==> config.mk <==
export PLATFORM = sky130hd
export DESIGN_NAME = edge_det_array_flat
export DESIGN_NICKNAME = d
export VERILOG_FILES = /design/src/rtl/edge_det_pkg.sv /design/src/rtl/edge_det_if.sv /design/src/rtl/edge_det_chan.sv /design/src/rtl/edge_det_array.sv /design/src/flat_wrapper.sv
export SDC_FILE = /design/constraint.sdc
export NUM_CORES = 1
export LEC_CHECK = 0
export CORE_ASPECT_RATIO = 0.7
export CORE_MARGIN = 2
export CORE_UTILIZATION = 46
export CTS_BUF_LIST = sky130_fd_sc_hd__clkbuf_2 sky130_fd_sc_hd__clkbuf_4 sky130_fd_sc_hd__clkbuf_8
export DETAILED_ROUTE_END_ITERATION = 16
export GPL_ROUTABILITY_DRIVEN = 0
export PLACE_DENSITY = 0.83
export REMOVE_ABC_BUFFERS = 1
export SETUP_SLACK_MARGIN = 0.15
export SYNTH_ARGS = -nofsm -noshare
export SYNTH_HDL_FRONTEND = slang
export SYNTH_SLANG_ARGS = --single-unit
==> constraint.sdc <==
create_clock -name clk -period 1.8 [get_ports clk]
set_clock_uncertainty 0.2 [all_clocks]
set_input_delay 0.45 -clock clk [delete_from_list [all_inputs] [get_ports clk]]
set_output_delay 0.45 -clock clk [all_outputs]
set_load 0.02 [all_outputs]
==> src/rtl/edge_det_pkg.sv <==
// ---------------------------------------------------------------------------
// edge_det_pkg
// Shared types and helpers for the edge detector array.
//   edge_mode_e : per-channel edge selection (off / rise / fall / both)
//   slice_lo()  : low bit index of channel ch in a packed per-channel bus
// ---------------------------------------------------------------------------
package edge_det_pkg;

    typedef enum logic [1:0] {
        EDGE_OFF  = 2'b00,
        EDGE_RISE = 2'b01,
        EDGE_FALL = 2'b10,
        EDGE_BOTH = 2'b11
    } edge_mode_e;

    function automatic int slice_lo(input int ch, input int width);
        return ch * width;
    endfunction

endpackage

==> src/rtl/edge_det_if.sv <==
// ---------------------------------------------------------------------------
// edge_det_if
// Bundles the per-channel control and status buses of edge_det_array.
//   din        : asynchronous level inputs, one bit per channel
//   mode       : 2 bits per channel, ch i at [2i+1:2i]
//   irq_en     : per-channel interrupt enable
//   status_clr : per-channel sticky status clear
//   cnt_clr    : per-channel edge counter clear
//   edge_p     : one-cycle pulse per qualified edge
//   status     : sticky edge-seen flags
//   edge_cnt   : CNT_W bits per channel, ch i at [CNT_W*(i+1)-1:CNT_W*i]
//   irq        : registered OR of enabled status bits
// master drives the controls, slave (the detector) drives the results.
// ---------------------------------------------------------------------------
interface edge_det_if #(
    parameter int N_CH  = 8,
    parameter int CNT_W = 8
);
    logic [N_CH-1:0]       din;
    logic [2*N_CH-1:0]     mode;
    logic [N_CH-1:0]       irq_en;
    logic [N_CH-1:0]       status_clr;
    logic [N_CH-1:0]       cnt_clr;
    logic [N_CH-1:0]       edge_p;
    logic [N_CH-1:0]       status;
    logic [N_CH*CNT_W-1:0] edge_cnt;
    logic                  irq;

    modport master (
        output din, mode, irq_en, status_clr, cnt_clr,
        input  edge_p, status, edge_cnt, irq
    );

    modport slave (
        input  din, mode, irq_en, status_clr, cnt_clr,
        output edge_p, status, edge_cnt, irq
    );
endinterface

==> src/rtl/edge_det_chan.sv <==
// ---------------------------------------------------------------------------
// edge_det_chan
// One channel: synchroniser, glitch filter, edge qualification, sticky status
// and saturating edge counter.
//   clk, srst_n   : clock, synchronous active-low reset
//   din           : asynchronous level input
//   mode          : edge selection for this channel
//   status_clr    : clears the sticky status (set wins over clear)
//   cnt_clr       : clears the counter (a coincident edge leaves it at 1)
//   edge_p        : registered one-cycle pulse per qualified edge
//   status        : sticky edge-seen flag
//   status_next   : next-state of status, used by the top-level irq register
//   edge_cnt      : saturating edge count
// ---------------------------------------------------------------------------
module edge_det_chan
    import edge_det_pkg::*;
#(
    parameter int SYNC_STAGES = 2,
    parameter int FILT_LEN    = 1,
    parameter int CNT_W       = 8
) (
    input  logic             clk,
    input  logic             srst_n,
    input  logic             din,
    input  edge_mode_e       mode,
    input  logic             status_clr,
    input  logic             cnt_clr,
    output logic             edge_p,
    output logic             status,
    output logic             status_next,
    output logic [CNT_W-1:0] edge_cnt
);

    localparam int                FCNT_W    = (FILT_LEN > 1) ? $clog2(FILT_LEN) : 1;
    localparam logic [FCNT_W-1:0] FCNT_LAST = FCNT_W'(FILT_LEN - 1);
    localparam logic [CNT_W-1:0]  CNT_MAX   = '1;

    logic [SYNC_STAGES-1:0] sync_q;
    logic                   filt;
    logic [FCNT_W-1:0]      fcnt;

    logic             sync;
    logic             accept;
    logic             rise;
    logic             fall;
    logic             edge_next;
    logic [CNT_W-1:0] cnt_next;

    // A new level is accepted once it has differed from filt for FILT_LEN
    // consecutive cycles; mode is only consulted at that moment, so a mode
    // change on its own can never produce an edge.
    always_comb begin
        sync        = sync_q[SYNC_STAGES-1];
        accept      = (sync != filt) && (fcnt == FCNT_LAST);
        rise        = accept & sync;
        fall        = accept & ~sync;
        edge_next   = (mode[0] & rise) | (mode[1] & fall);
        status_next = edge_next | (status & ~status_clr);

        cnt_next = edge_cnt;
        if (cnt_clr) begin
            cnt_next = edge_next ? CNT_W'(1) : '0;
        end else if (edge_next && (edge_cnt != CNT_MAX)) begin
            cnt_next = edge_cnt + CNT_W'(1);
        end
    end

    always_ff @(posedge clk) begin
        if (!srst_n) begin
            sync_q   <= '0;
            filt     <= 1'b0;
            fcnt     <= '0;
            edge_p   <= 1'b0;
            status   <= 1'b0;
            edge_cnt <= '0;
        end else begin
            sync_q <= {sync_q[SYNC_STAGES-2:0], din};

            // A bounce back to filt restarts the count without an event.
            if (sync == filt) begin
                fcnt <= '0;
            end else if (accept) begin
                filt <= sync;
                fcnt <= '0;
            end else begin
                fcnt <= fcnt + FCNT_W'(1);
            end

            edge_p   <= edge_next;
            status   <= status_next;
            edge_cnt <= cnt_next;
        end
    end

endmodule

==> src/rtl/edge_det_array.sv <==
// ---------------------------------------------------------------------------
// edge_det_array
// Multi-channel edge detector between the pad ring and the interrupt
// controller. Each channel is an independent edge_det_chan; irq is the
// registered OR of the enabled sticky status bits.
//   clk, srst_n : clock, synchronous active-low reset
//   bus         : edge_det_if slave port carrying all per-channel signals
// ---------------------------------------------------------------------------
module edge_det_array
    import edge_det_pkg::*;
#(
    parameter int N_CH        = 8,
    parameter int SYNC_STAGES = 2,
    parameter int FILT_LEN    = 1,
    parameter int CNT_W       = 8
) (
    input logic        clk,
    input logic        srst_n,
    edge_det_if.slave  bus
);

    logic [N_CH-1:0]       edge_p_v;
    logic [N_CH-1:0]       status_v;
    logic [N_CH-1:0]       status_next_v;
    logic [N_CH*CNT_W-1:0] cnt_v;
    logic                  irq_q;

    for (genvar i = 0; i < N_CH; i++) begin : g_chan
        edge_det_chan #(
            .SYNC_STAGES (SYNC_STAGES),
            .FILT_LEN    (FILT_LEN),
            .CNT_W       (CNT_W)
        ) u_chan (
            .clk         (clk),
            .srst_n      (srst_n),
            .din         (bus.din[i]),
            .mode        (edge_mode_e'(bus.mode[slice_lo(i, 2) +: 2])),
            .status_clr  (bus.status_clr[i]),
            .cnt_clr     (bus.cnt_clr[i]),
            .edge_p      (edge_p_v[i]),
            .status      (status_v[i]),
            .status_next (status_next_v[i]),
            .edge_cnt    (cnt_v[slice_lo(i, CNT_W) +: CNT_W])
        );
    end

    // Built from status_next so irq moves on the same edge as status itself.
    always_ff @(posedge clk) begin
        if (!srst_n) begin
            irq_q <= 1'b0;
        end else begin
            irq_q <= |(status_next_v & bus.irq_en);
        end
    end

    assign bus.edge_p   = edge_p_v;
    assign bus.status   = status_v;
    assign bus.edge_cnt = cnt_v;
    assign bus.irq      = irq_q;

endmodule

==> src/flat_wrapper.sv <==
// flat-port wrapper written by rule: the top's interface ports become plain ports
module edge_det_array_flat import edge_det_pkg::*;
#(
    parameter int N_CH        = 8,
    parameter int SYNC_STAGES = 2,
    parameter int FILT_LEN    = 1,
    parameter int CNT_W       = 8
)
  (clk, srst_n, bus_din, bus_mode, bus_irq_en, bus_status_clr, bus_cnt_clr, bus_edge_p, bus_status, bus_edge_cnt, bus_irq);
  edge_det_if #(.N_CH(N_CH), .CNT_W(CNT_W)) bus_i ();
  input logic clk;
  input logic srst_n;
  input wire logic [$bits(bus_i.din)-1:0] bus_din;
  input wire logic [$bits(bus_i.mode)-1:0] bus_mode;
  input wire logic [$bits(bus_i.irq_en)-1:0] bus_irq_en;
  input wire logic [$bits(bus_i.status_clr)-1:0] bus_status_clr;
  input wire logic [$bits(bus_i.cnt_clr)-1:0] bus_cnt_clr;
  output wire logic [$bits(bus_i.edge_p)-1:0] bus_edge_p;
  output wire logic [$bits(bus_i.status)-1:0] bus_status;
  output wire logic [$bits(bus_i.edge_cnt)-1:0] bus_edge_cnt;
  output wire logic [$bits(bus_i.irq)-1:0] bus_irq;
  assign bus_i.din = bus_din;
  assign bus_i.mode = bus_mode;
  assign bus_i.irq_en = bus_irq_en;
  assign bus_i.status_clr = bus_status_clr;
  assign bus_i.cnt_clr = bus_cnt_clr;
  assign bus_edge_p = bus_i.edge_p;
  assign bus_status = bus_i.status;
  assign bus_edge_cnt = bus_i.edge_cnt;
  assign bus_irq = bus_i.irq;
  edge_det_array #(.N_CH(N_CH), .SYNC_STAGES(SYNC_STAGES), .FILT_LEN(FILT_LEN), .CNT_W(CNT_W)) u_core (.clk(clk), .srst_n(srst_n), .bus(bus_i));
endmodule
==> flow_summary.toml <==
[outcome]
status = "complete, but fails checks"
violations = "setup timing"

[global_routing]
grt_pass1_wl_um = 26450
antenna_found_initial = 1
grt_pass1_vias = 5466
grt_max_degree = 17
grt_overflow_total = 0
grtUsageTotal = 0.2796

[floorplan]
io_pins = 131
num_rows = 32
initial_core_util = 0.4673
die_x_um = 129.9
core_um2 = 10930
die_area_um2 = 11980
fp.dieH_um = 92.16

[logic_synthesis]
seq_area_frac_synth = 0.4429
syn_area_um2 = 5107
synth_area_leaders = "dfxtp_1, a21oi_1, mux2i_1"
ys_seq_elements = 113
async_flop_share = 0
synth_top_cell_by_area = "dfxtp_1"
yosys.area.top_type_share = 0.4429
synth_enable_flop_cells = 0
yosysWarnings = 0
syn_area_per_cell_um2 = 9.286
ys.flop_type = "dfxtp_1"
ys_types = 58
netlist_instances = 550

[route]
via_per_inst = 5.914
first_pass_iters = 5
post_drt_wl_per_cell_um = 19.93
antenna_left = 0
dr.first_iter.drc_count = 399
route.detailed.drc = 0
vias = 5660
wl_um = 19070

[final_layout]
final_cell_mix = "buf_4, dfxtp_2, nand2_1"
ff_latch_area_um2 = 2451
drive_gt1_frac = 0.5522
diodes = 0
mostFrequentLayoutCell = "buf_4"
finalCoreUtilization = 0.7786
multiInputGateArea_um2 = 3517
area_growth_pct = 66.63
finalNetCount = 850
fill_cells = 704

[critical_path]
cp_data_required_time_ns = 1.96
path_class = "flop to flop"
slowest_delay_ns = 0.49
path_delay_family = "simple AND/OR/NAND/NOR gates"
worst_ep_arrival_time_ns = 1.98
cp_slowest_cell = "or4_4"
r2r_slack_ns = -0.02
cp-start-kind = "flop"
crit_fanout = 6
critical_path.cell_chain = "ha_4 > and3_4 > a22o_4 > or4_4 > a21oi_2"
path_buf_inv = 0
critPathCaptureType = "flop"

[cts]
cts_htree_levels = 4
clk_pin_slew_ns = 0.07
cts_made_buffers = 17
numClockSinks = 113
cts_buffer_depth = 2
clk_latency_ns = 0.43
hold_buffers = 0
cts_tree = "done"
clk_root_buffer_cell = "clkbuf_8"

[sta]
fin_crit_sh = 1.012
hold_violations = 0
whs_ns = 0.2285
setup_viol = 2
slew_viol_final = 0
setup_slack_ns = -0.02094
rsz0062_at_grt = "yes"
fmax_mhz = 549.2
fin_crit_ns = 1.821

[worst_hold_path]
min_path_type = "flop to flop"

[power_and_ir_drop]
leakagePower_nw = 3.430
power_density_nw_per_um2 = 601.3
vdd_ir_drop_max_mv = 0.4928

[place]
portBuffers = 130
place_hpwl_um = 10950
post-place-ws_ns = -0.4972

[run]
maxCapViolations = 0
## synth_stat cells (all sizes together), types with 2 or more instances
cell type	n
inv	16
a21oi	47
nor2b	5
nand4	7
and4	6
or2	8
nand4bb	7
nand3	20
and4bb	10
nor4	8
ha	8
clkbuf	8
or4bb	3
a22oi	4
or4	16
and2	21
a31oi	7
o2111ai	3
dfxtp	113
a41o	4
nand2b	13
xnor2	2
buf	17
or3	14
and3	8
mux2i	21
o32ai	2
a41oi	3
o31ai	17
nand2	42
nor3	4
nor2	33
a211oi	3
o21ai	22
o41ai	5
nand3b	5
o22ai	4
## cell type report
cell class | instances | share of cell area
clock buffers | 25 | 0.03675
clock inverters | 6 | 0.003822
inverters | 16 | 0.007498
multi-input cells | 403 | 0.4133
flip-flops and latches | 113 | 0.2880
well taps | 153 | 0.02249
repair buffers | 241 | 0.2282
## through the flow
step,std cells,cell area (um^2),power (mW),TNS [ns]
floorplan,532,4972,2.763,-0.4603
global placement,880,6965,3.000,-21.13
detailed placement,880,6965,3.013,-24.92
CTS,930,7646,5.091,-0.01754
global route,957,8511,5.263,-0.2267
finish,957,8511,5.118,-0.03637
## routing by layer
metal / global-route usage / vias up / wire length [um]
li1: - / 2535 / -
met3: 0.07643 / 65 / 1657
met4: 0.1165 / 2 / 517
met5: 0 / - / 13
met2: 0.4581 / 329 / 9283
met1: 0.3460 / 2729 / 7598
## worst register-to-register path, cell delays in order (launching register included)
cell and delay [ns]:
dfxtp_2 0.34, ha_4 0.16, and3_4 0.19, a22o_4 0.25, or4_4 0.49, a21oi_2 0.13
## state kept, by name (all words and copies together), names as in the netlist
name / count
u_core.g_chan.u_chan.status: 8
u_core.bus.irq: 1
u_core.g_chan.u_chan.edge_cnt: 64
u_core.g_chan.u_chan.edge_p: 8
u_core.g_chan.u_chan.sync_q: 16
u_core.g_chan.u_chan.filt: 8
u_core.g_chan.u_chan.fcnt: 8
## logic make-up after synthesis
family	after synthesis	synth area share
simple gates	232	0.2803
compound gates	131	0.1668
flops	113	0.4429
buf+inv	41	0.04336
mux	21	0.04116
fa+ha+maj	8	0.01960
xor+xnor	3	0.005145
other cells	1	0.0007342
## final timing paths
kind,cells past startpoint,startpoint,to
hold reg to reg,1,u_core.g_chan[7].u_chan.sync_q[0],u_core.g_chan[7].u_chan.sync_q[1]
setup reg to reg,5,u_core.g_chan[6].u_chan.edge_cnt[1],u_core.g_chan[6].u_chan.edge_cnt[7]
setup / recovery,5,u_core.g_chan[6].u_chan.edge_cnt[1],u_core.g_chan[6].u_chan.edge_cnt[7]
hold / removal,1,u_core.g_chan[7].u_chan.sync_q[0],u_core.g_chan[7].u_chan.sync_q[1]
## repair_timing
item,in CTS,in global routing
buffers inserted,19,26
endpoints found under the setup margin,138,108
pin swaps,59,43
gates resized for setup,512,192
gates cloned,0,1
## where the power goes
group	switching (mW)	internal (mW)	leakage [nW]
combinational	0.202	0.250	2.28
clock	1.01	1.12	0.186
sequential	0.0415	2.50	0.964
total	1.25	3.87	3.43
(Power assumes the default switching activity.)
